<file path="src/rtl/fixed_activation_rr_scheduler_pkg.sv">
// Shared types and parameter helpers for the round-robin activation scheduler.
package fixed_activation_rr_scheduler_pkg;

    // Scheduler FSM: IDLE arbitrates, STREAM moves one whole tensor.
    typedef enum logic [0:0] {
        IDLE   = 1'b0,
        STREAM = 1'b1
    } sched_state_t;

    // Index width for a set of n items, never below one bit.
    function automatic int idx_width(input int n);
        return (n > 1) ? $clog2(n) : 1;
    endfunction

    // Width of a requester index.
    function automatic int calc_idw(input int num_req);
        return idx_width(num_req);
    endfunction

    // Number of beats that make up one tensor.
    function automatic int calc_beats(input int size_0, input int size_1,
                                      input int par_0, input int par_1);
        return (size_0 * size_1) / (par_0 * par_1);
    endfunction

endpackage

</file>
<file path="src/rtl/fixed_activation_rr_scheduler_rr_arbiter.sv">
// Combinational round-robin arbiter: first asserted request at or after ptr, wrapping.
module rr_arbiter
    import fixed_activation_rr_scheduler_pkg::*;
#(
    parameter  int NUM_REQ = 4,
    localparam int IDW     = calc_idw(NUM_REQ)
) (
    input  logic [NUM_REQ-1:0] req,
    input  logic [IDW-1:0]     ptr,
    output logic [NUM_REQ-1:0] grant_onehot,
    output logic [IDW-1:0]     grant_idx,
    output logic               grant_valid
);

    logic [IDW:0]   sum_s;
    logic [IDW-1:0] cand_s;
    logic           hit_s;

    // Walk the requesters starting at ptr; the first one found wins.
    always_comb begin
        grant_valid  = 1'b0;
        grant_idx    = '0;
        grant_onehot = '0;
        sum_s        = '0;
        cand_s       = '0;
        hit_s        = 1'b0;
        for (int i = 0; i < NUM_REQ; i++) begin
            sum_s       = {1'b0, ptr} + (IDW+1)'(i);
            cand_s      = (sum_s >= (IDW+1)'(NUM_REQ)) ? IDW'(sum_s - (IDW+1)'(NUM_REQ))
                                                      : sum_s[IDW-1:0];
            hit_s       = !grant_valid && req[cand_s];
            grant_idx   = hit_s ? cand_s : grant_idx;
            grant_valid = grant_valid | hit_s;
        end
        grant_onehot = NUM_REQ'(grant_valid) << grant_idx;
    end

endmodule

</file>
<file path="src/rtl/fixed_activation_rr_scheduler.sv">
// Shares one combinational activation core between NUM_REQ tensor streams,
// granting whole tensors round-robin and registering the core result.
module fixed_activation_rr_scheduler
    import fixed_activation_rr_scheduler_pkg::*;
#(
    parameter  int NUM_REQ                     = 4,
    parameter  int DATA_IN_0_PRECISION_0       = 8,
    parameter  int DATA_IN_0_PRECISION_1       = 4,
    parameter  int DATA_IN_0_TENSOR_SIZE_DIM_0 = 8,
    parameter  int DATA_IN_0_TENSOR_SIZE_DIM_1 = 1,
    parameter  int DATA_IN_0_PARALLELISM_DIM_0 = 1,
    parameter  int DATA_IN_0_PARALLELISM_DIM_1 = 1,
    localparam int P   = DATA_IN_0_PARALLELISM_DIM_0 * DATA_IN_0_PARALLELISM_DIM_1,
    localparam int W   = DATA_IN_0_PRECISION_0,
    localparam int IDW = calc_idw(NUM_REQ)
) (
    input  logic               clk,
    input  logic               rst,
    input  logic [W-1:0]       data_in_0 [NUM_REQ*P],
    input  logic [NUM_REQ-1:0] data_in_0_valid,
    output logic [NUM_REQ-1:0] data_in_0_ready,
    output logic [W-1:0]       act_data_in [P],
    input  logic [W-1:0]       act_data_out [P],
    output logic [W-1:0]       data_out_0 [P],
    output logic               data_out_0_valid,
    input  logic               data_out_0_ready,
    output logic [IDW-1:0]     data_out_0_id,
    output logic               data_out_0_last
);

    localparam int BEATS = calc_beats(DATA_IN_0_TENSOR_SIZE_DIM_0, DATA_IN_0_TENSOR_SIZE_DIM_1,
                                      DATA_IN_0_PARALLELISM_DIM_0, DATA_IN_0_PARALLELISM_DIM_1);
    localparam int CW    = idx_width(BEATS);

    // Reject parameter sets the datapath is not built for.
    if ((NUM_REQ < 2) || (NUM_REQ > 16) || (BEATS < 1) ||
        (DATA_IN_0_PRECISION_1 > DATA_IN_0_PRECISION_0)) begin : g_cfg_check
        $error("fixed_activation_rr_scheduler: unsupported parameter set");
    end

    sched_state_t       state_r;
    sched_state_t       state_s;
    logic [IDW-1:0]     grant_r;
    logic [NUM_REQ-1:0] grant_oh_r;
    logic [IDW-1:0]     rr_ptr_r;
    logic [CW-1:0]      beat_cnt_r;

    logic [NUM_REQ-1:0] arb_oh_s;
    logic [IDW-1:0]     arb_idx_s;
    logic               arb_valid_s;
    logic [IDW-1:0]     next_ptr_s;
    logic               out_slot_free_s;
    logic               accept_s;
    logic               last_s;

    rr_arbiter #(
        .NUM_REQ      (NUM_REQ)
    ) u_rr_arbiter (
        .req          (data_in_0_valid),
        .ptr          (rr_ptr_r),
        .grant_onehot (arb_oh_s),
        .grant_idx    (arb_idx_s),
        .grant_valid  (arb_valid_s)
    );

    // The output register can take a beat when empty or draining this cycle.
    assign out_slot_free_s = !data_out_0_valid || data_out_0_ready;
    assign last_s          = (beat_cnt_r == CW'(BEATS - 1));
    assign next_ptr_s      = (grant_r == IDW'(NUM_REQ - 1)) ? '0 : grant_r + IDW'(1);

    // Next state, per-requester ready, core input mux and beat acceptance.
    always_comb begin
        state_s         = state_r;
        data_in_0_ready = '0;
        accept_s        = 1'b0;
        for (int e = 0; e < P; e++) begin
            act_data_in[e] = '0;
        end
        case (state_r)
            IDLE: begin
                state_s = arb_valid_s ? STREAM : IDLE;
            end
            STREAM: begin
                data_in_0_ready = grant_oh_r & {NUM_REQ{out_slot_free_s}};
                accept_s        = (|(data_in_0_valid & grant_oh_r)) && out_slot_free_s;
                for (int r = 0; r < NUM_REQ; r++) begin
                    for (int e = 0; e < P; e++) begin
                        act_data_in[e] = act_data_in[e] | (data_in_0[r*P + e] & {W{grant_oh_r[r]}});
                    end
                end
                state_s = (accept_s && last_s) ? IDLE : STREAM;
            end
            default: begin
                state_s = IDLE;
            end
        endcase
    end

    // State, grant latch, beat counter and round-robin pointer.
    always_ff @(posedge clk) begin
        if (rst) begin
            state_r    <= IDLE;
            grant_r    <= '0;
            grant_oh_r <= '0;
            rr_ptr_r   <= '0;
            beat_cnt_r <= '0;
        end else begin
            state_r <= state_s;
            if ((state_r == IDLE) && arb_valid_s) begin
                grant_r    <= arb_idx_s;
                grant_oh_r <= arb_oh_s;
            end
            if (accept_s) begin
                if (last_s) begin
                    beat_cnt_r <= '0;
                    rr_ptr_r   <= next_ptr_s;
                end else begin
                    beat_cnt_r <= beat_cnt_r + CW'(1);
                end
            end
        end
    end

    // Output register: loads the core result on accept, holds while stalled.
    always_ff @(posedge clk) begin
        if (rst) begin
            for (int e = 0; e < P; e++) begin
                data_out_0[e] <= '0;
            end
            data_out_0_id    <= '0;
            data_out_0_last  <= 1'b0;
            data_out_0_valid <= 1'b0;
        end else if (accept_s) begin
            for (int e = 0; e < P; e++) begin
                data_out_0[e] <= act_data_out[e];
            end
            data_out_0_id    <= grant_r;
            data_out_0_last  <= last_s;
            data_out_0_valid <= 1'b1;
        end else if (data_out_0_ready) begin
            data_out_0_valid <= 1'b0;
        end
    end

endmodule

</file>
<file path="config.mk">
export PLATFORM = sky130hd
export DESIGN_NAME = fixed_activation_rr_scheduler
export DESIGN_NICKNAME = d
export VERILOG_FILES = /design/src/rtl/fixed_activation_rr_scheduler_pkg.sv /design/src/rtl/fixed_activation_rr_scheduler_rr_arbiter.sv /design/src/rtl/fixed_activation_rr_scheduler.sv
export SDC_FILE = /design/constraint.sdc
export NUM_CORES = 1
export LEC_CHECK = 0
export BUFFER_PORTS_ARGS = -buffer_cell sky130_fd_sc_hd__buf_2
export CAP_MARGIN = 20
export CORE_ASPECT_RATIO = 2
export CORE_UTILIZATION = 44
export DETAILED_ROUTE_END_ITERATION = 6
export MAX_ROUTING_LAYER = met4
export PLACE_DENSITY = 0.77
export SYNTH_ARGS = -nofsm -noshare
export SYNTH_HDL_FRONTEND = slang
export SYNTH_HIERARCHICAL = 1
export SYNTH_SLANG_ARGS = --single-unit
</file>
<file path="constraint.sdc">
create_clock -name clk -period 2.8 [get_ports clk]
set_input_delay 0.14 -clock clk [delete_from_list [all_inputs] [get_ports clk]]
set_output_delay 0.14 -clock clk [all_outputs]
set_load 0.02 [all_outputs]
</file>
==> results.txt <==
----------------------------------------------------
[Critical path]
  Type of element capturing the critical path ... flip-flop
  WP data arrival ... 1900 ps
  Critical path launch point type ... flip-flop
  WP data required ... 3000 ps
  Kind of critical path ... flip-flop to flip-flop
  Worst R2R Path Depth ... 4
  Crit-path max FO ... 11
  Worst reg2reg path startpoint ... grant_oh_r[0]
  Launch point of the worst path ... grant_oh_r[0]
  Capturing element of the worst setup path ... data_out_0[2]
  Setup slack on the worst flop-to-flop path ... 1100 ps
  Endpoint of the most critical register-to-register path ... data_out_0[2]

[Timing]
  Setup repair after global routing missed its margin ... no
  Endpoints failing setup ... 0
  Minimum clock period after layout ... about 1700 ps
  Post-Route Skew ... 4.78 ps
  Hold_ws ... 113 ps
  Final TNS setup ... 0 ps
  Final max-slew violation count ... 0
  Period Utilization, post-route ... 60.7%
  Slew headroom ... between 50% and 60%
  Slew of the pin with the lowest slew margin ... between 700 and 800 ps
  Hold Fails Final Rpt ... 0
  Peak clock frequency supported by timing ... 588 MHz

[Clock tree]
  Number of sinks driven by the clock tree ... 24
  Total setup buffers inserted after CTS ... 0
  Later-pin clock latency in the skew report ... between 200 and 300 ps
  Number of buffers created by CTS ... 3
  Clock tree from TritonCTS ... done
  Count of hold buffers inserted by post-cts repair ... 0
  Total of cells resized after clock tree synthesis ... 0
  Master cell of the clock root buffer ... clkbuf_8
  Maximum clock insertion buffer count ... 2
  CTS H-tree depth ... 1
  Clock transition at path regs ... 80 ps

[Drt]
  Routed length on met3 ... 278 µm
  Number of detailed-route iterations in the first pass ... 4
  Average wire per cell in the routed design ... 13.5 µm
  Via count ... 1,409
  Max layer used ... met4
  Post-route antenna net violation count ... 0
  Total DRC errors in the routed layout ... 0
  Total detailed-routing wirelength ... 3450 µm
  Met2 wirelength from detailed routing ... between 1500 and 2000 µm
  M1 wire length ... between 1000 and 1500 µm
  DRC marker count from the first detailed-route iteration ... 35
  Routed vias/inst ... 5.50

[GRT]
  Initial antenna violation count ... 0
  Pin count of the biggest net entering global routing ... 41
  Global-route wire length before repair ... 5420 µm
  Number of global-route vias before repair ... about 1,300
  Sum of overflow across all layers after global routing ... 0
  Combined global-route utilization of all metal layers ... 19.8%

[Synthesis]
  Number of warning messages in the yosys log ... 6
  Netlist area before placement ... 1480 µm²
  Largest family of logic cells by synthesized area ... compound AO/OA/AOI/OAI gates
  Synthesized-area fraction occupied by xor and xnor cells ... 0%
  Area share of fa/ha/maj cells after synthesis ... 2.54%
  Synth Area in Simple Gates ... 21.1%
  Average size of a mapped cell ... about 9.0 µm²
  Number of flops mapped to enable cells by yosys ... 0
  Share of the synthesized area in the top cell type ... 32.5%
  Asr flop ratio synth ... 0%
  Multiplexer fraction of the synthesized cell area ... approximately 16%
  Most instantiated flip-flop cell in the synthesis netlist ... dfxtp_1
  Number of nets produced by synthesis ... 214
  Post-synthesis compound-gate area fraction ... 22.2%
  Post-synthesis instance total ... 164
  Cell with the most instances after synthesis ... nand2b_1
  Most used standard cells in the synthesized netlist ... 31 x nand2b_1, 24 x dfxtp_1, 21 x mux2i_1
  Netlist cell types ... 31
  Flip-flop and latch count after synthesis ... 24
  Cell types occupying the most area after synthesis ... dfxtp_1 32%, mux2i_1 14%, nand2b_1 13%
  Yosys top cell by area ... dfxtp_1
  Sequential element share of the synthesized area ... 32.5%

[Floorplan]
  Core area ... 3190 µm²
  Area of the die ... 3610 µm²
  Cell Rows ... 29
  Height of the chip ... 84.0 µm
  Width of the die ... 43.0 µm
  Total I/O pin count ... 71
  Starting density of the core ... 46.4%

[Final layout]
  Fill cells ... 306
  Area delta synth->final ... 26.0%
  Antenna Cells ... 0
  # nets final ... 276
  Share of layout cells above drive strength 1 ... 35.6%

[Placed design]
  Half-perimeter wire length after placement ... around 2600 µm
  Count of port buffers added during placement ... 70
  Final Wtd Congestion ... 0.744

[Power]
  Maximum ir drop on the vdd rail ... 331 µV
  Leak pwr ... 0.865 nW
  Total power ... 0.798 mW
  Power density relative to cell area ... 428 nW/µm²

[Hold path]
  Min-Delay Path Class ... input pin to flip-flop

[Status]
  Result of the run ... finished clean

[Job]
  Number of maximum-capacitance violations ... 0

----------------------------------------------------
## layout make-up
| cell class | instances | area (µm²) | area share [%] |
|---|---|---|---|
| Multi-Input combinational cell | 125 | 912 | 48.9 |
| Sequential cell | 24 | 480 | 25.8 |
| Timing Repair Buffer | 71 | 358 | 19.2 |
| Clock buffer | 3 | 41.3 | 2.21 |
| Tap cell | 31 | 38.8 | 2.08 |
| Clock inverter | 1 | 30.0 | 1.61 |
| Inverter | 1 | 3.75 | 0.201 |
## per-stage QoR
step           instances  instance area, µm²  utilization, %  setup slack (ps)
2_1_floorplan        164                1480               -              1450
3_5_place_dp         252                1790            56.2              1110
6_report             256                1860            58.4              1100
3_3_place_gp         252                1790            56.2              1180
4_1_cts              256                1860            58.4              1090
5_1_grt              256                1860            58.4               928
## cell families (layout without fill, tap and decap cells)
kind of cell,Yosys count,after routing
flip-flops,24,24
multiplexers,23,23
AND/OR/NAND/NOR,56,56
adder cells (fa/ha/maj),3,3
AO/OA/AOI/OAI,43,43
buffers and inverters,15,76
## cells in the final DEF, fill, tap and decap left out, drive strengths merged, types with 3 or more instances in the layout
cell,count
dfxtp,24
nor2,11
nor2b,4
clkbuf,3
buf,71
nand2,3
nand2b,31
and3,5
a21boi,8
a22oi,16
ha,3
mux2i,21
a21oi,4
## metal layers
| metal | vias to the layer above | GRT usage, % |
|---|---|---|
| li1 | 710 | - |
| met1 | 623 | 18.9 |
| met2 | 71 | 37.3 |
| met3 | 5 | 4.11 |
| met4 | 0 | 6.61 |
| met5 | - | - |
## flip-flops by register name, indices dropped and copies added (netlist names)
| signal | cells |
|---|---|
| data_out_0 | 8 |
| grant_oh_r | 4 |
| beat_cnt_r | 3 |
| data_out_0_id | 2 |
| grant_r | 2 |
| rr_ptr_r | 2 |
| data_out_0_last | 1 |
| data_out_0_valid | 1 |
| state_r | 1 |
## worst min path at each step
stage / slack [ps] / endpoint / depth (start not counted) / from
after global placement: 400 / data_out_0[0] / 3 / act_data_out[0]
after global routing: 130 / data_out_0[6] / 3 / act_data_out[6]
after detailed placement: 410 / data_out_0[3] / 3 / act_data_out[3]
after CTS: 110 / data_out_0[6] / 3 / act_data_out[6]
final: 110 / data_out_0[6] / 3 / act_data_out[6]
after floorplan: 300 / data_out_0[0] / 2 / act_data_out[0]
## critical path, stage by stage (launching register included)
cell and delay (ps):
dfxtp_1 540, a22o_1 250, o211a_1 390, buf_4 250
mux2i_1 200
## report_power, final
part           leakage (nW)  internal [mW]  switching, mW
clock network        0.0357          0.191          0.113
registers             0.195          0.351         0.0135
logic                 0.634         0.0658         0.0637
total                 0.865          0.608          0.190
Note: power is estimated with default switching activity, not from simulation.
